### config.mk
export PLATFORM = sky130hd
export DESIGN_NAME = alu_hs_core_flat
export DESIGN_NICKNAME = d
export VERILOG_FILES = /design/src/rtl/alu_hs_core_if.sv /design/src/rtl/alu_hs_core.sv /design/src/flat_wrapper.sv
export SDC_FILE = /design/constraint.sdc
export NUM_CORES = 1
export LEC_CHECK = 0
export BUFFER_PORTS_ARGS = -buffer_cell sky130_fd_sc_hd__buf_2
export CAP_MARGIN = 20
export CELL_PAD_IN_SITES_DETAIL_PLACEMENT = 1
export CELL_PAD_IN_SITES_GLOBAL_PLACEMENT = 1
export CORE_MARGIN = 2
export CORE_UTILIZATION = 50
export CTS_BUF_LIST = sky130_fd_sc_hd__clkbuf_16
export DETAILED_ROUTE_END_ITERATION = 6
export PLACE_DENSITY = 0.91
export SLEW_MARGIN = 10
export SYNTH_ARGS = -nofsm -noshare
export SYNTH_HDL_FRONTEND = slang
export SYNTH_SLANG_ARGS = --single-unit
### constraint.sdc
create_clock -name CLK -period 5.72 [get_ports CLK]
set_input_delay 0.572 -clock CLK [delete_from_list [all_inputs] [get_ports CLK]]
set_output_delay 0.572 -clock CLK [all_outputs]
set_load 0.05 [all_outputs]
### src/rtl/alu_hs_core_if.sv
// ALU command interface: request A/B/ALU_FUN with valid/ready, registered
// result with class flags and a one-cycle OUT_VALID pulse.
interface alu_hs_core_if #(
  parameter int unsigned WIDTH = 16
);
  logic [WIDTH-1:0] A;
  logic [WIDTH-1:0] B;
  logic [3:0]       ALU_FUN;
  logic             IN_VALID;
  logic             IN_READY;
  logic [WIDTH-1:0] ALU_OUT;
  logic             OUT_VALID;
  logic             Arith_Flag;
  logic             Logic_Flag;
  logic             CMP_Flag;
  logic             Shift_Flag;
  logic             DIV_ZERO;

  // Sequencer side: issues commands, observes results
  modport master (
    output A, B, ALU_FUN, IN_VALID,
    input  IN_READY, ALU_OUT, OUT_VALID,
    input  Arith_Flag, Logic_Flag, CMP_Flag, Shift_Flag, DIV_ZERO
  );

  // ALU side: accepts commands, produces results
  modport slave (
    input  A, B, ALU_FUN, IN_VALID,
    output IN_READY, ALU_OUT, OUT_VALID,
    output Arith_Flag, Logic_Flag, CMP_Flag, Shift_Flag, DIV_ZERO
  );
endinterface

### src/rtl/alu_hs_core.sv
// Clocked ALU with valid/ready command handshake. Single-cycle ops load the
// result at the accepting edge; non-zero division runs a restoring divider
// for WIDTH cycles with IN_READY low.
// Optional feature macro: ALU_MUL_EN (enables the 0010 multiply).
module alu_hs_core #(
  parameter int unsigned WIDTH = 16
) (
  input logic          CLK,
  input logic          RST,
  alu_hs_core_if.slave bus
);

  localparam int unsigned CW = (WIDTH > 1) ? $clog2(WIDTH) : 1;

  typedef enum logic {IDLE = 1'b0, DIV = 1'b1} state_t;

  state_t           state;
  logic             ready_q;
  logic [WIDTH-1:0] out_q;
  logic             out_valid_q;
  logic [3:0]       flags_q;     // {arith, logic, cmp, shift}
  logic             dz_q;
  logic [WIDTH-1:0] dvd_q;       // dividend in, quotient bits shift in at LSB
  logic [WIDTH-1:0] dvs_q;
  logic [WIDTH-1:0] rem_q;
  logic [CW-1:0]    cnt_q;

  logic [WIDTH-1:0] res_c;
  logic [3:0]       flags_c;
  logic             dz_c;
  logic [WIDTH:0]   trial_c;
  logic             qbit_c;
  logic [WIDTH-1:0] rem_nxt_c;
  logic [WIDTH-1:0] quot_c;

  // Single-cycle result and class flags for the command on the bus
  always_comb begin
    res_c   = '0;
    flags_c = 4'b0000;
    dz_c    = 1'b0;
    case (bus.ALU_FUN)
      4'h0: begin res_c = bus.A + bus.B; flags_c = 4'b1000; end
      4'h1: begin res_c = bus.A - bus.B; flags_c = 4'b1000; end
`ifdef ALU_MUL_EN
      4'h2: begin res_c = WIDTH'(bus.A * bus.B); flags_c = 4'b1000; end
`endif
      4'h3: begin
        if (bus.B == '0) begin
          res_c   = '1;
          flags_c = 4'b1000;
          dz_c    = 1'b1;
        end
      end
      4'h4: begin res_c = bus.A & bus.B;    flags_c = 4'b0100; end
      4'h5: begin res_c = bus.A | bus.B;    flags_c = 4'b0100; end
      4'h6: begin res_c = ~(bus.A & bus.B); flags_c = 4'b0100; end
      4'h7: begin res_c = ~(bus.A | bus.B); flags_c = 4'b0100; end
      4'h8: begin res_c = bus.A ^ bus.B;    flags_c = 4'b0100; end
      4'h9: begin res_c = ~(bus.A ^ bus.B); flags_c = 4'b0100; end
      4'hA: begin res_c = (bus.A == bus.B) ? WIDTH'(1) : '0; flags_c = 4'b0010; end
      4'hB: begin res_c = (bus.A >  bus.B) ? WIDTH'(2) : '0; flags_c = 4'b0010; end
      4'hC: begin res_c = (bus.A <  bus.B) ? WIDTH'(3) : '0; flags_c = 4'b0010; end
      4'hD: begin res_c = bus.A >> 1; flags_c = 4'b0001; end
      4'hE: begin res_c = bus.A << 1; flags_c = 4'b0001; end
      default: begin res_c = '0; flags_c = 4'b0000; end
    endcase
  end

  // One restoring-division step: trial subtract of the shifted remainder
  always_comb begin
    trial_c   = {rem_q, dvd_q[WIDTH-1]};
    qbit_c    = (trial_c >= {1'b0, dvs_q});
    rem_nxt_c = qbit_c ? WIDTH'(trial_c - {1'b0, dvs_q}) : trial_c[WIDTH-1:0];
    quot_c    = {dvd_q[WIDTH-2:0], qbit_c};
  end

  // Control FSM, divider datapath and registered outputs
  always_ff @(posedge CLK or negedge RST) begin
    if (!RST) begin
      state       <= IDLE;
      ready_q     <= 1'b1;
      out_q       <= '0;
      out_valid_q <= 1'b0;
      flags_q     <= 4'b0000;
      dz_q        <= 1'b0;
      dvd_q       <= '0;
      dvs_q       <= '0;
      rem_q       <= '0;
      cnt_q       <= '0;
    end else begin
      out_valid_q <= 1'b0;
      case (state)
        IDLE: begin
          if (bus.IN_VALID && ready_q) begin
            if (bus.ALU_FUN == 4'h3 && bus.B != '0) begin
              state   <= DIV;
              ready_q <= 1'b0;
              dvd_q   <= bus.A;
              dvs_q   <= bus.B;
              rem_q   <= '0;
              cnt_q   <= '0;
            end else begin
              out_q       <= res_c;
              flags_q     <= flags_c;
              dz_q        <= dz_c;
              out_valid_q <= 1'b1;
            end
          end
        end
        DIV: begin
          rem_q <= rem_nxt_c;
          dvd_q <= quot_c;
          cnt_q <= cnt_q + CW'(1);
          if (cnt_q == CW'(WIDTH - 1)) begin
            state       <= IDLE;
            ready_q     <= 1'b1;
            out_q       <= quot_c;
            flags_q     <= 4'b1000;
            dz_q        <= 1'b0;
            out_valid_q <= 1'b1;
          end
        end
        default: begin
          state   <= IDLE;
          ready_q <= 1'b1;
        end
      endcase
    end
  end

  assign bus.IN_READY   = ready_q;
  assign bus.ALU_OUT    = out_q;
  assign bus.OUT_VALID  = out_valid_q;
  assign bus.Arith_Flag = flags_q[3];
  assign bus.Logic_Flag = flags_q[2];
  assign bus.CMP_Flag   = flags_q[1];
  assign bus.Shift_Flag = flags_q[0];
  assign bus.DIV_ZERO   = dz_q;

endmodule

### src/flat_wrapper.sv
// flat-port wrapper written by rule: the top's interface ports become plain ports
module alu_hs_core_flat 
#(
  parameter int unsigned WIDTH = 16
)
  (CLK, RST, bus_A, bus_B, bus_ALU_FUN, bus_IN_VALID, bus_IN_READY, bus_ALU_OUT, bus_OUT_VALID, bus_Arith_Flag, bus_Logic_Flag, bus_CMP_Flag, bus_Shift_Flag, bus_DIV_ZERO);
  alu_hs_core_if #(.WIDTH(WIDTH)) bus_i ();
  input logic CLK;
  input logic RST;
  input wire logic [$bits(bus_i.A)-1:0] bus_A;
  input wire logic [$bits(bus_i.B)-1:0] bus_B;
  input wire logic [$bits(bus_i.ALU_FUN)-1:0] bus_ALU_FUN;
  input wire logic [$bits(bus_i.IN_VALID)-1:0] bus_IN_VALID;
  output wire logic [$bits(bus_i.IN_READY)-1:0] bus_IN_READY;
  output wire logic [$bits(bus_i.ALU_OUT)-1:0] bus_ALU_OUT;
  output wire logic [$bits(bus_i.OUT_VALID)-1:0] bus_OUT_VALID;
  output wire logic [$bits(bus_i.Arith_Flag)-1:0] bus_Arith_Flag;
  output wire logic [$bits(bus_i.Logic_Flag)-1:0] bus_Logic_Flag;
  output wire logic [$bits(bus_i.CMP_Flag)-1:0] bus_CMP_Flag;
  output wire logic [$bits(bus_i.Shift_Flag)-1:0] bus_Shift_Flag;
  output wire logic [$bits(bus_i.DIV_ZERO)-1:0] bus_DIV_ZERO;
  assign bus_i.A = bus_A;
  assign bus_i.B = bus_B;
  assign bus_i.ALU_FUN = bus_ALU_FUN;
  assign bus_i.IN_VALID = bus_IN_VALID;
  assign bus_IN_READY = bus_i.IN_READY;
  assign bus_ALU_OUT = bus_i.ALU_OUT;
  assign bus_OUT_VALID = bus_i.OUT_VALID;
  assign bus_Arith_Flag = bus_i.Arith_Flag;
  assign bus_Logic_Flag = bus_i.Logic_Flag;
  assign bus_CMP_Flag = bus_i.CMP_Flag;
  assign bus_Shift_Flag = bus_i.Shift_Flag;
  assign bus_DIV_ZERO = bus_i.DIV_ZERO;
  alu_hs_core #(.WIDTH(WIDTH)) u_core (.CLK(CLK), .RST(RST), .bus(bus_i));
endmodule
---- After elaboration in Yosys (flattened, before gate mapping) ----
Cells that the tools add are included.
word-level totals
  word-level logic and storage cells ...... 99
  register bits ........................... 76
  bits of input ports ..................... 39
operators by class
  bitwise gates (word level) .............. 7
  magnitude comparators ................... 3
  equality and inequality tests ........... 19
  add/subtract/negate cells ............... 4
  mux-type cells .......................... 43
  reductions and logical operators ........ 13
operators by type and width
  kind                                                                   count
  16-bit case mux with 14 select lines                                   1
  16-bit two-way mux                                                     9
  16-bit case mux with 2 select lines                                    3
  16-bit NOT                                                             3
  4-bit equality test, second input constant                             8
  16-bit subtractor                                                      2
  4-bit two-way mux                                                      6
  4-bit case mux with 5 select lines                                     1
  17-bit by 16-bit >= comparator with 1-bit output                       1
  16-bit adder                                                           1
  16-bit bitwise AND                                                     1
  16-bit equality test                                                   1
  4-bit by 3-bit equality test with 1-bit output, second input constant  4
  16-bit greater-than comparator                                         1
  16-bit logical NOT                                                     1
  16-bit < comparator                                                    1
  16-bit bitwise OR                                                      1
  4-bit case mux with 2 select lines                                     2
  16-bit nonzero test                                                    1
  16-bit bitwise XOR                                                     1
  1-bit two-way mux                                                      15
  3-bit AND reduction                                                    3
  1-bit case mux with 2 select lines                                     4
  6-bit OR reduction                                                     1
  12 further kinds                                                       17

---- Logic depth before layout (Yosys ltp) ----
Gate-level depths: netlist (run 1).
  word-level depth ........................ 6
  mapped depth ............................ 12
  gate-level depth less buffers ........... 12

---- Worst setup path after synthesis (run 1) ----
Ideal clock, no wire load.
  path kind ............................... input to register
  start ................................... in bus_B[2]
  end ..................................... reg u_core.out_q[15], in the netlist u_core.bus.ALU_OUT[15]
  stages on the path ...................... 11
  slack ................................... 2.879 ns
  buffers on the path ..................... 1
  data arrival time ....................... 2.717 ns
  data required time ...................... 5.597 ns
  cell sequence ........................... inv_1 > ha_1 > buf_6 > nor3_2 > a221oi_1 > a221o_1 > o41ai_4 > a2111oi_1 > or4_1 > a21oi_1 > nor3_1
between the ends
  word-level cells in the longest chain between the ends .. 6
ends and longest elaborated chain
  item                                                       line                text
  start: declaration                                         flat_wrapper.sv:11  input wire logic [$bits(bus_i.B)-1:0] bus_B;
  branches (longest 6 deep; another with 16-bit subtractor)  n/a
  end signal: assignment                                     alu_hs_core.sv:103  out_q <= res_c;
  end signal: assignment                                     alu_hs_core.sv:117  out_q <= quot_c;
  end: declaration                                           alu_hs_core.sv:19   logic [WIDTH-1:0] out_q;
Several ways; the timed one is not identified. The select of a mux whose other input is x is not followed.
A chain may end at the register's enable or synchronous reset.

---- Worst setup path after layout (run 1) ----
  start ................................... reg u_core.rem_q[5]
  end ..................................... reg u_core.rem_q[4]
between the ends
  word-level cells in the longest chain between the ends .. 3
ends and longest elaborated chain
  item                                              line                text
  start: declaration                                alu_hs_core.sv:25   logic [WIDTH-1:0] rem_q;
  start signal: assignment                          alu_hs_core.sv:111  rem_q <= rem_nxt_c;
  17-bit by 16-bit >= comparator with 1-bit output  alu_hs_core.sv:72   qbit_c = (trial_c >= {1'b0, dvs_q});
  16-bit two-way mux                                alu_hs_core.sv:73   rem_nxt_c = qbit_c ? WIDTH'(trial_c - {1'b0, dvs_q}) : trial_c[WIDTH-1:0];
  16-bit case mux with 2 select lines               alu_hs_core.sv:92   case (state)
Every way passes these cells.

==> results_dict.tcl, run 1 <==
set metrics [dict create \
    r2r_start "u_core.rem_q[5]$_DFFE_PN0P_" \
    vdd_ir_drop_max_mv 0.268 \
    ant_nets 0 \
    antenna_found_initial 0 \
    worst_path_max_delay_cell "a21o_1" \
    cts.sinks 76 \
    ctsResizeCount 0 \
    layout-drive-gt1-share 0.106 \
    routed-wl-met3_mm 3.06 \
    final_cells 1122 \
    ys_top_cells_by_area "dfrtp_1 (26%), ha_1 (12%), a21oi_1 (5.0%)" \
    path_clk_slew_ps 70 \
    crit_required_ps 5920 \
    htreeDepth 3 \
    status "finished with violations" \
    n_fill_cell 1772 \
    synth_edf_count 0 \
    path_max_fanout 22 \
    netlist_area_sq_um 7230 \
    async_reset_ff_frac 1.00 \
    synth_top_flop_cell "dfrtp_1" \
    p_leak_nw 3.58 \
    worstHoldPathType "in -> async" \
    final_nets 1050 \
    dr.max_layer_used "met4" \
    synth-seq-cells 76 \
    cts_tree "built" \
    setup_violations 0 \
    clockRootBuffer "clkbuf_16" \
    rsz0062_at_grt "false" \
    wl_met1_mm 12.0 \
    num_antenna_cells 0 \
    tightest_slew_ps 1160 \
    fin_crit_sh 0.560 \
    track_usage 0.382 \
    postCtsHoldBufs 0 \
    min_period_ps 3200 \
    synth.largest_area_cell "dfrtp_1" \
    core_sq_um 14000 \
    syn_avg_cell_area_sq_um 7.89 \
    cp-start-kind "register" \
    rrSetupSlack_ps 2520 \
    place.detailed.hpwl_mm 20.7 \
    dr_wl_met2_mm 13.7 \
    drv_cap 0 \
    drv_slew 0 \
    drtPass1Iterations 7 \
    r2r-end "u_core.rem_q[4]$_DFFE_PN0P_" \
    syn_nets 1028 \
    vias 7825 \
    clock_path_buffers 2 \
    grt_first_pass_wirelength_mm 46.4 \
    cts_setup_buffers 0 \
    synth_warnings 0 \
    io_buffers 61 \
    synth_cell_types 70 \
    cts_made_buffers 9 \
    p_per_area_nw_per_um2 510 \
    synth_top_area_frac 0.260 \
    path_cells "ha_1, a2111oi_0, inv_1, o2111ai_1, a21oi_1, o221ai_1, a21o_1, buf_16, mux2i_1, o21ai_0" \
    die_w_um 124 \
    boundaryPins 62 \
    dp_cells 1105 \
    syn_inst 916 \
    rr_worst_depth 10 \
    finalSetupTns_ps 0 \
    die_h_um 124 \
    gp_congestion 1.01 \
    drc 1 \
    drt_iter0_markers 1031 \
    hold_viol 0 \
    grt-ovfl-total 0 \
    cp-end-kind "register" \
    skew_ps 13.7 \
    routed_wl_mm 30.0 \
    cp_slowest_stage_delay_ps 500 \
    critical_path_class "reg -> reg" \
    rows 43 \
    clock_latency_ps 360 \
    grt_pass1_vias 8033 \
    initial_core_util 0.517 \
    synth-seq-area-share 0.263 \
    cp_top_family "compound AO/OA/AOI/OAI gates" \
    syn2layout_area_growth_pct 10.1 \
    violations "design-rule violations" \
    slew_headroom 0.228 \
    fmax_mhz 312 \
    dieArea_sq_um 15400 \
    holdWs_ps 380 \
    worst-path-buf-inv 2 \
    cp_data_arrival_time_ps 3410 \
    grt_max_degree 77 \
    wire_per_inst_um 26.7 \
    vias_per_cell 6.97 \
]
cells by family after synthesis:
group,Yosys count,share of synthesized area
compound gates,311,0.298
simple gates,273,0.182
buf+inv,142,0.0767
flops,76,0.263
fa+ha+maj,73,0.129
xor+xnor,33,0.0400
mux,8,0.0116
synthesized netlist by cell type (12+ instances only):
library cell / number
a21oi_1: 72
a221oi_1: 12
a222oi_1: 14
a22oi_1: 14
clkbuf_1: 43
dfrtp_1: 75
ha_1: 70
inv_1: 80
nand2_1: 81
nand3_1: 35
nor2_1: 67
nor2b_1: 15
nor3_1: 17
o21ai_0: 56
xnor2_1: 20
xor2_1: 13
where the power goes:
group	switching, mW	internal [mW]	total [mW]
clock network	0.271	0.382	0.652
registers	0.220	0.787	1.01
logic	1.60	0.800	2.40
total	2.09	1.97	4.06
sequential cells by signal, indices dropped and copies added, names as in the netlist:
name                  cells
u_core.dvs_q             16
u_core.bus.OUT_VALID      1
u_core.dvd_q             16
u_core.cnt_q              4
u_core.bus.DIV_ZERO       1
u_core.bus.ALU_OUT       16
u_core.state              1
u_core.flags_q            4
u_core.bus.IN_READY       1
u_core.rem_q             16
area by class of cell:
cell class                      count  area, sq um  share of cell area
Timing Repair Buffer               72          418              0.0525
Tap cell                          180          225              0.0283
Inverter                           81          304              0.0382
Multi-Input combinational cell    698         4800               0.602
Sequential cell                    76         1900               0.239
Clock buffer                        9          225              0.0283
Clock inverter                      6         90.1              0.0113
how the worst max path moves through the flow:
stage | startpoint | to | slack, ps | cells past startpoint
after global placement | bus_B[3] | u_core.bus.ALU_OUT[15]$_DFFE_PN0P_ | 2350 | 11
after global routing | u_core.dvs_q[6]$_DFFE_PN0P_ | u_core.rem_q[4]$_DFFE_PN0P_ | 2310 | 11
final | u_core.rem_q[5]$_DFFE_PN0P_ | u_core.rem_q[4]$_DFFE_PN0P_ | 2520 | 10
after CTS | u_core.rem_q[5]$_DFFE_PN0P_ | u_core.rem_q[2]$_DFFE_PN0P_ | 2290 | 9
after detailed placement | u_core.rem_q[5]$_DFFE_PN0P_ | u_core.rem_q[2]$_DFFE_PN0P_ | 2300 | 9
after floorplan | bus_B[2] | u_core.bus.ALU_OUT[15]$_DFFE_PN0P_ | 2880 | 11
cells in the final DEF (no fill, tap or decap), types with 5 or more instances in the layout:
cell,n
o22ai_1,11
nor2_1,66
clkbuf_16,9
buf_4,10
o31ai_1,10
nor2b_1,15
a32oi_1,7
mux2i_1,5
nand3_1,35
a221oi_1,12
o311ai_1,9
o2111ai_1,5
a22oi_1,14
a222oi_1,14
o211ai_1,8
a21o_1,8
o21ai_0,56
a221o_1,5
dfrtp_1,75
a21oi_1,72
a31oi_1,8
a2111oi_0,6
nand2_1,81
a211oi_1,6
o221ai_1,5
xor2_1,13
and3_1,7
inv_1,80
xnor2_1,20
o22a_1,6
nand2b_1,11
o21bai_1,5
o21ai_1,6
nand4_1,6
ha_1,70
nor3_1,17
buf_2,60
a22o_1,9
or4_1,7
o41ai_1,5
routing by layer:
layer	global-route usage	up-vias
met2	0.602	477
met1	0.494	3836
met3	0.0972	108
li1	-	3404
met4	0.173	0
met5	0	-
stage by stage:
step	util	power (mW)	setup WS, ps	area, sq um
floorplan	-	2.56	2880	7230
global placement	0.544	3.09	2350	7600
detailed placement	0.544	3.21	2300	7600
CTS	0.566	3.94	2290	7920
global route	0.569	4.26	2310	7960
finish	0.569	4.06	2520	7960
No activity file was read; power rests on OpenSTA's default activity.
==> run 2, diff against run 1 <==
- CORE_UTILIZATION: 50 -> 46
- PLACE_DENSITY: 0.91 -> 0.85
- clock period: 5.72 -> 3.3 ns (I/O delays scaled with it)
==> results_dict.tcl, run 2 (same netlist as run 1, synthesis figures left out) <==
set metrics [dict create \
    status "finished, final reports clean" \
    die_h_um 129 \
    rr_worst_depth 9 \
    p_sw_frac 0.493 \
    rsz0062_at_grt "false" \
    finalSetupTns_ps 0 \
    rrSetupSlack_ps 200 \
    boundaryPins 62 \
    path_cells "inv_1, buf_4, nand3_1, nor2_1, o2111ai_1, a2111oi_0, nand3_1, a21oi_1, nor3_1" \
    crit_required_ps 3540 \
    routed_wl_mm 29.4 \
    rows 45 \
    ant_nets 0 \
    slew_headroom 0.322 \
    fmax_mhz 322 \
    critical_path_class "reg -> reg" \
    worstHoldPathType "in -> async" \
    postCtsHoldBufs 0 \
    grt_pass1_vias 8010 \
    wire_per_inst_um 24.5 \
    antenna_found_initial 1 \
    clock_latency_ps 350 \
    cp_data_arrival_time_ps 3340 \
    cts_tree "built" \
    layout-drive-gt1-share 0.144 \
    final_nets 1093 \
    ctsResizeCount 0 \
    hold_viol 0 \
    die_w_um 129 \
    p_per_area_nw_per_um2 830 \
    worst_path_max_delay_cell "a2111oi_0" \
    setup_violations 0 \
    place.detailed.hpwl_mm 22.1 \
    cts_made_buffers 9 \
    clockRootBuffer "clkbuf_16" \
    io_buffers 61 \
    grt_max_degree 77 \
    drtPass1Iterations 6 \
    initial_core_util 0.474 \
    gp_congestion 0.992 \
    fin_crit_sh 0.940 \
    drv_cap 0 \
    cp-end-kind "register" \
    skew_ps 10.4 \
    clock_path_buffers 2 \
    p_leak_nw 3.78 \
    cpMostUsedCell "nand3_1" \
    r2r-end "u_core.bus.ALU_OUT[15]$_DFFE_PN0P_" \
    grt-ovfl-total 0 \
    cts_setup_buffers 0 \
    htreeDepth 3 \
    seqPwrFrac 0.255 \
    track_usage 0.358 \
    r2r_start "u_core.state$_DFF_PN0_" \
    holdWs_ps 121 \
    min_period_ps 3100 \
    cts.sinks 76 \
    grt_first_pass_wirelength_mm 45.3 \
    dieArea_sq_um 16700 \
    p_int_mw 3.49 \
    drt_iter0_markers 773 \
    drc 0 \
    tightest_slew_ps 1020 \
    p_clk_frac 0.158 \
    path_clk_slew_ps 70 \
    syn2layout_area_growth_pct 15.0 \
    vdd_ir_drop_max_mv 0.315 \
    post-route-util 0.545 \
    vias 7934 \
    drv_slew 0 \
    core_sq_um 15300 \
    vias_per_cell 6.62 \
    p_sw_mw 3.40 \
    path_max_fanout 21 \
    cp_slowest_stage_delay_ps 860 \
    final_cell_mix "inv_1 (81), nand2_1 (81), dfrtp_1 (75)" \
    combPwrFrac 0.587 \
    cp-start-kind "register" \
]
==> run 2: changes by cell type in the layout (fill, tap and decap cells not counted), sizes merged <==
cell / before / now
clkinvlp: 1 / 2
clkinv: 3 / 2
inv: 81 / 82
diode: 0 / 1
buf: 72 / 115
==> run 2: power groups by stage <==
stage	Sequential (mW)	Combinational, mW	Clock (mW)
2_1_floorplan	2.03	2.41	0
3_3_place_gp	1.72	3.80	0
3_5_place_dp	1.75	3.97	0
4_1_cts	1.74	4.02	1.10
5_1_grt	1.79	4.43	1.14
6_report	1.76	4.05	1.09
==> run 2: through the flow <==
| step | cell area [sq um] | total power, mW | setup slack, ps | instances |
|---|---|---|---|---|
| 4_1_cts | 8310 | 6.87 | 294 | 1197 |
| 5_1_grt | 8310 | 7.36 | 49.6 | 1197 |
| 6_report | 8310 | 6.90 | 199 | 1198 |
| 2_1_floorplan | 7230 | 4.44 | 701 | 916 |
| 3_5_place_dp | 7990 | 5.72 | 177 | 1181 |
| 3_3_place_gp | 7990 | 5.52 | 282 | 1181 |
==> run 2: metal layers <==
metal	global-route usage	wire, um
met1	0.469	12000
met2	0.573	13300
met3	0.0570	2590
met4	0.182	1480
met5	0	0
==> run 2: worst max-delay path, delay by kind of cell, from the launching register on <==
kind | cells | cell delay, ps
AO/OA/AOI/OAI | 3 | 1250
AND/OR/NAND/NOR | 4 | 710
flip-flops | 1 | 580
buffers and inverters | 2 | 430
==> run 2: worst max path at each step <==
stage / end / start / slack (ps) / cells after the start
after floorplan: u_core.bus.ALU_OUT[15]$_DFFE_PN0P_ / bus_B[2] / 700 / 11
after global placement: u_core.bus.ALU_OUT[9]$_DFFE_PN0P_ / bus_A[4] / 280 / 10
after detailed placement: u_core.bus.ALU_OUT[0]$_DFFE_PN0P_ / bus_A[0] / 180 / 13
after CTS: u_core.bus.ALU_OUT[15]$_DFFE_PN0P_ / u_core.state$_DFF_PN0_ / 290 / 9
after global routing: u_core.bus.ALU_OUT[15]$_DFFE_PN0P_ / u_core.state$_DFF_PN0_ / 50 / 9
final: u_core.bus.ALU_OUT[15]$_DFFE_PN0P_ / u_core.state$_DFF_PN0_ / 200 / 9
==> run 2: final cells by class <==
type	count	area (sq um)
fill	1920	6950
multi-input combinational	698	4790
sequential	76	1900
timing repair buffer	115	726
inverter	81	304
tap	211	264
clock buffer	9	225
clock inverter	7	92.6
antenna	1	2.50
==> run 3, diff against run 2 <==
- CORE_MARGIN: 2 -> not set
==> results_dict.tcl, run 3 (same netlist as run 1, synthesis figures left out) <==
set metrics [dict create \
    critical_path_class "reg -> reg" \
    clockRootBuffer "clkbuf_16" \
    min_from "bus_A[13]" \
    dpl_cell_area_sq_um 7950 \
    finalSetupTns_ps 0 \
    stdcell_area_sq_um 8280 \
    p_per_area_nw_per_um2 824 \
    vias 7897 \
    gp_congestion 1.00 \
    skew_ps 8.33 \
    final_nets 1088 \
    boundaryPins 62 \
    final_cells 1192 \
    drt_iter0_markers 891 \
    post-route-util 0.543 \
    p_sw_mw 3.44 \
    p_clk_frac 0.148 \
    track_usage 0.382 \
    hold_viol 0 \
    clock_path_buffers 2 \
    place.detailed.hpwl_mm 22.3 \
    worst_path_max_delay_cell "dfrtp_1" \
    cts_tree "built" \
    cp_slowest_stage_delay_ps 420 \
    final_cell_mix "nand2_1 (81), inv_1 (80), dfrtp_1 (75)" \
    die_h_um 127 \
    antenna_found_initial 0 \
    wire_per_inst_um 25.2 \
    drtPass1Iterations 7 \
    path_max_fanout 26 \
    layout_commonest_cell "nand2_1" \
    seqPwrFrac 0.253 \
    drc 8 \
    cts_made_buffers 9 \
    drv_slew 0 \
    p_sw_frac 0.504 \
    min_period_ps 2940 \
    cts.sinks 76 \
    initial_core_util 0.474 \
    dp_cells 1174 \
    p_leak_nw 3.76 \
    vdd_ir_drop_max_mv 0.565 \
    rows 45 \
    cp-end-kind "register" \
    violations "design-rule violations" \
    grt_pass1_vias 8049 \
    fmax_mhz 340 \
    ctsResizeCount 0 \
    r2r_start "u_core.rem_q[5]$_DFFE_PN0P_" \
    combPwrFrac 0.599 \
    tightest_slew_ps 823 \
    clock_latency_ps 350 \
    fin_crit_sh 0.891 \
    drv_cap 0 \
    slew_headroom 0.449 \
    htreeDepth 3 \
    core_sq_um 15300 \
    path_clk_slew_ps 60 \
    grt_max_degree 77 \
    grt-ovfl-total 0 \
    crit_required_ps 3520 \
    worstHoldPathType "in -> reg" \
    routed_wl_mm 30.1 \
    vias_per_cell 6.63 \
    cp-start-kind "register" \
    cp_data_arrival_time_ps 3160 \
    die_w_um 127 \
    syn2layout_area_growth_pct 14.5 \
    cp-startpoint "u_core.rem_q[5]$_DFFE_PN0P_" \
    layout-drive-gt1-share 0.138 \
    status "finished with violations" \
    io_buffers 61 \
    ant_nets 0 \
    num_antenna_cells 0 \
    p_int_mw 3.39 \
    grt_first_pass_wirelength_mm 46.9 \
    rsz0062_at_grt "false" \
    path_cells "ha_1, a2111oi_0, inv_1, o2111ai_1, a21oi_1, o221ai_1, a21o_1, buf_12, mux2i_1, o21ai_0" \
    setup_violations 0 \
    dieArea_sq_um 16200 \
]
run 3: path summary, 6_finish.rpt:
| check | to | slack (ps) | depth (start not counted) |
|---|---|---|---|
| worst max-delay path | u_core.rem_q[3]$_DFFE_PN0P_ | 360 | 10 |
| worst min-delay path | u_core.dvd_q[13]$_DFFE_PN0P_ | 270 | 3 |
| worst max register to register | u_core.rem_q[3]$_DFFE_PN0P_ | 360 | 10 |
| worst min register to register | u_core.dvs_q[8]$_DFFE_PN0P_ | 490 | 2 |
| max in group asynchronous | u_core.bus.IN_READY$_DFFE_PN1P_ | 2230 | 3 |
| min in group asynchronous | u_core.rem_q[1]$_DFFE_PN0P_ | 430 | 2 |
run 3: stage by stage:
stage / setup WS, ps / hold slack (ps) / power [mW]
CTS: 380 / 193 / 6.74
floorplan: 701 / 34.4 / 4.44
detailed placement: 136 / 474 / 5.67
global placement: 261 / 461 / 5.48
global route: 52.8 / 309 / 7.24
finish: 361 / 272 / 6.82
run 3: what timing repair did:
action,CTS,global route
hold buffers,0,1
endpoints found under the hold margin,0,23
buffers inserted,0,0
run 3: power by group through the flow:
stage	clock network [mW]	registers [mW]	logic, mW
floorplan	0	2.03	2.41
global placement	0	1.70	3.78
detailed placement	0	1.72	3.95
CTS	1.01	1.71	4.02
global route	1.03	1.77	4.45
finish	1.01	1.73	4.09
run 3: cell type report:
cell class                 count  area, sq um
timing repair buffer         110          723
clock inverter                 7         67.6
sequential                    76         1900
multi-input combinational    698         4790
fill                        1911         6980
inverter                      81          304
tap                          211          264
clock buffer                   9          225
run 3: critical path: cells and delay by family (launching register included):
kind / cells / cell delay, ps
mux: 1 / 200
fa+ha+maj: 1 / 390
flops: 1 / 420
compound gates: 6 / 1480
buf+inv: 2 / 320
run 3: metal layers:
layer / share of wire / track usage
met1: 0.41 / 0.503
met2: 0.45 / 0.608
met3: 0.089 / 0.0641
met4: 0.048 / 0.187
met5: 0 / 0
